==> src/rtl/muldiv_pkg.sv <==
// Shared encodings and constants for the HI/LO multiply/divide unit.
package muldiv_pkg;

  // Operation select, equal to Function_opcode[1:0] of mult/multu/div/divu.
  typedef enum logic [1:0] {
    OP_MULT  = 2'b00,
    OP_MULTU = 2'b01,
    OP_DIV   = 2'b10,
    OP_DIVU  = 2'b11
  } op_t;

  typedef enum logic [1:0] {
    S_IDLE,
    S_RUN,
    S_FIX
  } state_t;

  // Quotient reported for any divide by zero.
  localparam logic [31:0] DIV0_QUOT = 32'hFFFF_FFFF;

  // mult and div treat operands as two's complement.
  function automatic logic op_is_signed(input op_t o);
    return (o == OP_MULT) || (o == OP_DIV);
  endfunction

  // The upper op bit separates the divide family from the multiply family.
  function automatic logic op_is_div(input op_t o);
    return o[1];
  endfunction

endpackage

==> src/rtl/muldiv_iter_core.sv <==
// Iterative magnitude datapath: one shift-add (multiply) or restoring
// shift-subtract (divide) step per cycle on a shared 2*WIDTH accumulator.
// Multiply: low half starts as the multiplier and ends as the low product;
//           high half accumulates the upper product.
// Divide:   low half starts as the dividend and ends as the quotient;
//           high half is the running remainder.
module muldiv_iter_core #(
  parameter int WIDTH = 32
) (
  input  logic             clock,
  input  logic             reset_n,
  input  logic             load,
  input  logic             step,
  input  logic             is_div,
  input  logic [WIDTH-1:0] a,
  input  logic [WIDTH-1:0] b,
  output logic [WIDTH-1:0] hi,
  output logic [WIDTH-1:0] lo
);

  logic [2*WIDTH-1:0] acc_q;
  logic [2*WIDTH-1:0] acc_next;
  logic [WIDTH-1:0]   b_q;
  logic               div_q;
  logic [WIDTH:0]     add_sum;
  logic [WIDTH:0]     shifted;
  logic [WIDTH:0]     diff;

  // One iteration of whichever algorithm is loaded.
  // NOTE: every always_comb output gets a value on every path, so no latch is inferred.
  always_comb begin
    add_sum  = {1'b0, acc_q[2*WIDTH-1:WIDTH]}
             + (acc_q[0] ? {1'b0, b_q} : {(WIDTH+1){1'b0}});
    shifted  = {acc_q[2*WIDTH-1:WIDTH], acc_q[WIDTH-1]};
    diff     = shifted - {1'b0, b_q};
    acc_next = {add_sum, acc_q[WIDTH-1:1]};
    if (div_q) begin
      // Borrow out of the subtract means the divisor did not fit: restore.
      if (diff[WIDTH]) acc_next = {shifted[WIDTH-1:0], acc_q[WIDTH-2:0], 1'b0};
      else             acc_next = {diff[WIDTH-1:0], acc_q[WIDTH-2:0], 1'b1};
    end
  end

  // Operand load on accept, then one step per RUN cycle.
  // NOTE: clocked state uses non-blocking assignments so every register samples pre-edge values.
  always_ff @(posedge clock or negedge reset_n) begin
    if (!reset_n) begin
      acc_q <= '0;
      b_q   <= '0;
      div_q <= 1'b0;
    end else if (load) begin
      acc_q <= {{WIDTH{1'b0}}, a};
      b_q   <= b;
      div_q <= is_div;
    end else if (step) begin
      acc_q <= acc_next;
    end
  end

  assign hi = acc_q[2*WIDTH-1:WIDTH];
  assign lo = acc_q[WIDTH-1:0];

endmodule

==> src/rtl/hilo_muldiv_unit.sv <==
// Multi-cycle multiply/divide unit with the architectural HI/LO pair.
// Owns the IDLE -> RUN -> FIX sequencing, operand sign handling, the
// final sign correction and the HI/LO registers (including mthi/mtlo).
module hilo_muldiv_unit
  import muldiv_pkg::*;
#(
  parameter int WIDTH = 32,
  parameter int CNT_W = 6
) (
  input  logic             clock,
  input  logic             reset_n,
  input  logic             start,
  input  logic [1:0]       op,
  input  logic [WIDTH-1:0] Read_data_1,
  input  logic [WIDTH-1:0] Read_data_2,
  input  logic             mthi,
  input  logic             mtlo,
  input  logic [WIDTH-1:0] wdata,
  output logic             busy,
  output logic             done,
  output logic             div_zero,
  output logic [WIDTH-1:0] HI_result,
  output logic [WIDTH-1:0] LO_result
);

  state_t             state_q, state_d;
  logic [CNT_W-1:0]   cnt_q;
  op_t                op_q;
  logic               neg_res_q;   // product / quotient must be negated
  logic               neg_rem_q;   // remainder must be negated
  logic               dz_q;        // divisor was zero
  logic [WIDTH-1:0]   a_raw_q;     // raw dividend for the divide-by-zero HI value

  op_t                op_in;
  logic               in_signed;
  logic [WIDTH-1:0]   mag_a, mag_b;
  logic               core_load, core_step;
  logic [WIDTH-1:0]   core_hi, core_lo;
  logic [2*WIDTH-1:0] prod_raw, prod_fix;
  logic [WIDTH-1:0]   quot_fix, rem_fix;

  assign op_in     = op_t'(op);
  assign in_signed = op_is_signed(op_in);
  assign mag_a     = (in_signed && Read_data_1[WIDTH-1]) ? -Read_data_1 : Read_data_1;
  assign mag_b     = (in_signed && Read_data_2[WIDTH-1]) ? -Read_data_2 : Read_data_2;

  muldiv_iter_core #(.WIDTH(WIDTH)) u_core (
    .clock   (clock),
    .reset_n (reset_n),
    .load    (core_load),
    .step    (core_step),
    .is_div  (op_is_div(op_in)),
    .a       (mag_a),
    .b       (mag_b),
    .hi      (core_hi),
    .lo      (core_lo)
  );

  // Next-state and datapath control.
  always_comb begin
    state_d   = state_q;
    core_load = 1'b0;
    core_step = 1'b0;
    case (state_q)
      S_IDLE: begin
        if (start) begin
          core_load = 1'b1;
          state_d   = S_RUN;
        end
      end
      S_RUN: begin
        core_step = 1'b1;
        if (cnt_q == CNT_W'(WIDTH - 1)) state_d = S_FIX;
      end
      S_FIX:   state_d = S_IDLE;
      default: state_d = S_IDLE;
    endcase
  end

  // State register and iteration counter.
  always_ff @(posedge clock or negedge reset_n) begin
    if (!reset_n) begin
      state_q <= S_IDLE;
      cnt_q   <= '0;
    end else begin
      state_q <= state_d;
      if (state_q == S_IDLE && start) cnt_q <= '0;
      else if (state_q == S_RUN)      cnt_q <= cnt_q + 1'b1;
    end
  end

  // Capture operation, signs and raw dividend when an operation is accepted.
  always_ff @(posedge clock or negedge reset_n) begin
    if (!reset_n) begin
      op_q      <= OP_MULT;
      neg_res_q <= 1'b0;
      neg_rem_q <= 1'b0;
      dz_q      <= 1'b0;
      a_raw_q   <= '0;
    end else if (state_q == S_IDLE && start) begin
      op_q      <= op_in;
      neg_res_q <= in_signed && (Read_data_1[WIDTH-1] ^ Read_data_2[WIDTH-1]);
      neg_rem_q <= in_signed && Read_data_1[WIDTH-1];
      dz_q      <= (Read_data_2 == '0);
      a_raw_q   <= Read_data_1;
    end
  end

  assign prod_raw = {core_hi, core_lo};
  assign prod_fix = neg_res_q ? -prod_raw : prod_raw;
  assign quot_fix = neg_res_q ? -core_lo  : core_lo;
  assign rem_fix  = neg_rem_q ? -core_hi  : core_hi;

  // HI/LO update: final result in FIX, otherwise idle mthi/mtlo writes.
  always_ff @(posedge clock or negedge reset_n) begin
    if (!reset_n) begin
      HI_result <= '0;
      LO_result <= '0;
      done      <= 1'b0;
      div_zero  <= 1'b0;
    end else begin
      done     <= 1'b0;
      div_zero <= 1'b0;
      if (state_q == S_FIX) begin
        done <= 1'b1;
        if (op_is_div(op_q)) begin
          if (dz_q) begin
            HI_result <= a_raw_q;
            LO_result <= WIDTH'(DIV0_QUOT);
            div_zero  <= 1'b1;
          end else begin
            HI_result <= rem_fix;
            LO_result <= quot_fix;
          end
        end else begin
          {HI_result, LO_result} <= prod_fix;
        end
      end else if (state_q == S_IDLE && !start) begin
        if (mthi) HI_result <= wdata;
        if (mtlo) LO_result <= wdata;
      end
    end
  end

  assign busy = (state_q != S_IDLE);

endmodule

==> config.mk <==
export PLATFORM = sky130hd
export DESIGN_NAME = hilo_muldiv_unit
export DESIGN_NICKNAME = d
export VERILOG_FILES = /design/src/rtl/muldiv_pkg.sv /design/src/rtl/muldiv_iter_core.sv /design/src/rtl/hilo_muldiv_unit.sv
export SDC_FILE = /design/constraint.sdc
export NUM_CORES = 1
export LEC_CHECK = 0
export CELL_PAD_IN_SITES_DETAIL_PLACEMENT = 0
export CELL_PAD_IN_SITES_GLOBAL_PLACEMENT = 1
export CORE_MARGIN = 8
export CORE_UTILIZATION = 35
export CTS_CLUSTER_DIAMETER = 40
export DETAILED_ROUTE_END_ITERATION = 12
export HOLD_SLACK_MARGIN = 0.12
export PLACE_DENSITY = 0.65
export SETUP_SLACK_MARGIN = 0.4
export SLEW_MARGIN = 30
export SYNTH_ARGS = -nofsm -noshare
export SYNTH_HDL_FRONTEND = slang
export SYNTH_SLANG_ARGS = --single-unit
export TNS_END_PERCENT = 20
==> constraint.sdc <==
create_clock -name clock -period 7.5 [get_ports clock]
set_input_delay 1.125 -clock clock [delete_from_list [all_inputs] [get_ports clock]]
set_output_delay 1.125 -clock clock [all_outputs]
set_load 0.005 [all_outputs]
==> results.md <==
* Worst path max stage delay at 0.64 ns
* Number of synthesized register bits at 206
* WHS Endpoint: a_raw_q[31]
* Final Hold Viols at 0
* GPL Wtd Cong at 0.8864
* Starting Density at 35.58%
* Count leader, synth: nand2_1
* Drt wl/cell at 21.30 um
* Mapped cell area at 0.01618 mm^2
* Ys Warns at 0
* Netlist cell types at 75
* Ys flop type: dfrtp_1
* Peak supply drop at 0.0002076 V
* Drt via density at 5.550
* Period minus WS final at 4.597 ns
* Slew Limit Fails at 0
* Max_slew headroom at 36.27%
* Startpoint types: register
* Clock Latency Late Sink at 0.59 ns
* Iter 0 DRT Violations at 1256
* Routed Antenna Nets at 0
* Vias in the first global route at 15240
* Clock Sinks at 206
* Total GRT Usage at 21.89%
* Setup Skew at 0.02706 ns
* Layout Utilization at 43.83%
* # Max-Cap Violations at 0
* CTS tree: yes
* Drt pass-1 iters at 5
* CP required at 7.94 ns
* Total core area at 0.04548 mm^2
* Crit path max-delay cell type: xnor2_4
* TritonCTS Buffers at 47
* Crit path max-delay family: compound AO/OA/AOI/OAI gates
* Pleak at 8.404 nW
* Post-route setup TNS at 0 ns
* FP Rows at 78
* Final WL at 59.85 mm
* Async SR Flop Fraction at 100.0%
* Global route total overflow at 0
* CP endpoint kind: register
* Post_cts resized at 0
* Postcts setup bufs at 0
* Worst R2R Start: u_core.acc_q[31]
* Port Buffers at 169
* Maximum clock rate at 217.5 MHz
* Reg2reg setup slack at 2.90 ns
* Worst slew pin tran at 0.9539 ns
* Syn nets at 2247
* Hold_sp: a_raw_q[31]
* CP Buf/Inv Count at 2
* DR vias at 15600
* CP dominant cell by count: a2bb2oi_1
* Setup Viol. Count Final at 0
* Area share of the largest cell type after synthesis at 31.86%
* Mapped Cells at 2073
* Total Power at 0.008558 W
* Layout area overhead at 23.18%
* CTS root buf: clkbuf_16
* DRC Markers at 0
* Worst Reg-to-Reg Cells at 14
* Pwr dens at 429.4 mW/mm^2
* Seq/Total Area, Yosys at 31.86%
* Ranking of synthesized cells by area: dfrtp_1, nand2_1, xnor2_1
* Critical path arrival at 5.04 ns
* Hold Path Stages at 2
* Unrepaired setup endpoints after global routing: false
* Hpwl dp at 45.53 mm
* Avg Cell Area, Syn at 7.805 um^2
* Post-synth top area cell: dfrtp_1
* First-pass GRT wire length at 92.94 mm
* CTS H-tree lvls at 2
* EDFF count, synth at 0
* Hold-fix buffers, CTS at 0
* Vert. Die Dim at 231.0 um
* # IOs at 170
* Fin nets at 2347
* Fin crit share at 61.30%
* Reg clk slew, reported paths at 0.05 ns
* Placed cell area at 0.01830 mm^2
* Worst R2R End: u_core.acc_q[56]
* Die Area at 0.05337 mm^2
* Status: completed
* Diodes inserted at 0
* Clk buf depth at 3
* Pin count of the biggest net entering global routing at 84
* CP Max Fanout at 26
* Critical path class: reg2reg
* Final instance area at 0.01993 mm^2
* Die X at 231.0 um
* Initial antenna violation count at 0
* Share of post-route cells with drive strength above 1 at 6.018%
* HP Class: reg2reg
* Worst path cell trace: inv_1, ha_1, fa_1, nor2b_1, o31a_1, a2bb2oi_1, a21oi_2, o41ai_2, o221ai_1, xnor2_4, buf_4, mux2i_1, a2bb2oi_1, o21ai_1
* Commonest cells post-synth: nand2_1, dfrtp_1, o21ai_0, a21oi_1, nor2_1
-- worst register-to-register path, cell delays in order, from the launching register on --
cell and delay [ns]:
dfrtp_1 0.39, inv_1 0.09, ha_1 0.22, fa_1 0.43, nor2b_1 0.20, o31a_1 0.22, a2bb2oi_1 0.28, a21oi_2 0.14
o41ai_2 0.48, o221ai_1 0.37, xnor2_4 0.64, buf_4 0.51, mux2i_1 0.25, a2bb2oi_1 0.17, o21ai_1 0.08
-- report_power, final --
part / internal [W] / switching, W
Combinational: 0.00190 / 0.00240
Clock: 0.00141 / 0.000712
Sequential: 0.00150 / 0.000637
-- stage by stage --
step	setup WS, ns	hold slack [ns]	cells
after global routing	2.600	0.4874	2810
after detailed placement	2.898	0.4617	2724
after global placement	2.946	0.4599	2722
after floorplan	4.268	0.4403	2073
final	2.903	0.4710	2810
after CTS	2.896	0.4743	2810
-- cell type report --
class | count | area, um^2
timing repair buffer | 190 | 1883
fill | 4705 | 25550
tap | 600 | 750.7
sequential | 206 | 5159
multi-input combinational | 1669 | 10290
clock buffer | 57 | 1264
inverter | 59 | 221.5
clock inverter | 29 | 365.4
-- layer usage --
metal	part of all wire, %	track usage (%)
met5	0	0
met4	1.9	5.147
met3	5.3	3.543
met2	46	35.92
met1	47	29.92
-- placed cells by master (no fill, tap or decap), types with 19 or more instances in the layout --
cell type          n
mux2i_1           59
xnor2_1          115
xor2_1            73
clkdlybuf4s50_1  168
ha_1              69
a22oi_1           25
nor3_1            32
nor2_1           143
a31oi_1           19
dfrtp_1          205
o31ai_1           22
clkbuf_16         47
inv_1             56
o21ai_1           73
a21o_1            30
o22ai_1           46
nand3_1           20
nand2_1          334
a21oi_1          147
or4_1             19
o21ai_0          188
nand2b_1          28
-- registers in the layout (all words and copies together), names as in the netlist --
| register | count |
|---|---|
| HI_result | 32 |
| LO_result | 32 |
| a_raw_q | 32 |
| cnt_q | 6 |
| div_zero | 1 |
| done | 1 |
| dz_q | 1 |
| neg_rem_q | 1 |
| neg_res_q | 1 |
| state_q | 2 |
| u_core.acc_q | 64 |
| u_core.b_q | 32 |
| u_core.div_q | 1 |
-- cell families after synthesis --
family / Yosys count / synth area share, %
flops: 206 / 31.86
compound gates: 654 / 24.10
xor+xnor: 189 / 10.28
buf+inv: 198 / 4.732
mux: 65 / 4.067
simple gates: 690 / 19.38
fa+ha+maj: 71 / 5.583
-- worst max path at each step --
stage / end / slack (ns) / from / depth (start not counted)
after floorplan: u_core.acc_q[35] / 4.27 / u_core.acc_q[31] / 14
after global placement: u_core.acc_q[56] / 2.95 / u_core.acc_q[31] / 14
after detailed placement: u_core.acc_q[56] / 2.90 / u_core.acc_q[32] / 13
after CTS: u_core.acc_q[56] / 2.90 / u_core.acc_q[32] / 13
after global routing: u_core.acc_q[56] / 2.60 / u_core.acc_q[32] / 13
final: u_core.acc_q[56] / 2.90 / u_core.acc_q[31] / 14
Note: power is estimated with default switching activity, not from simulation.
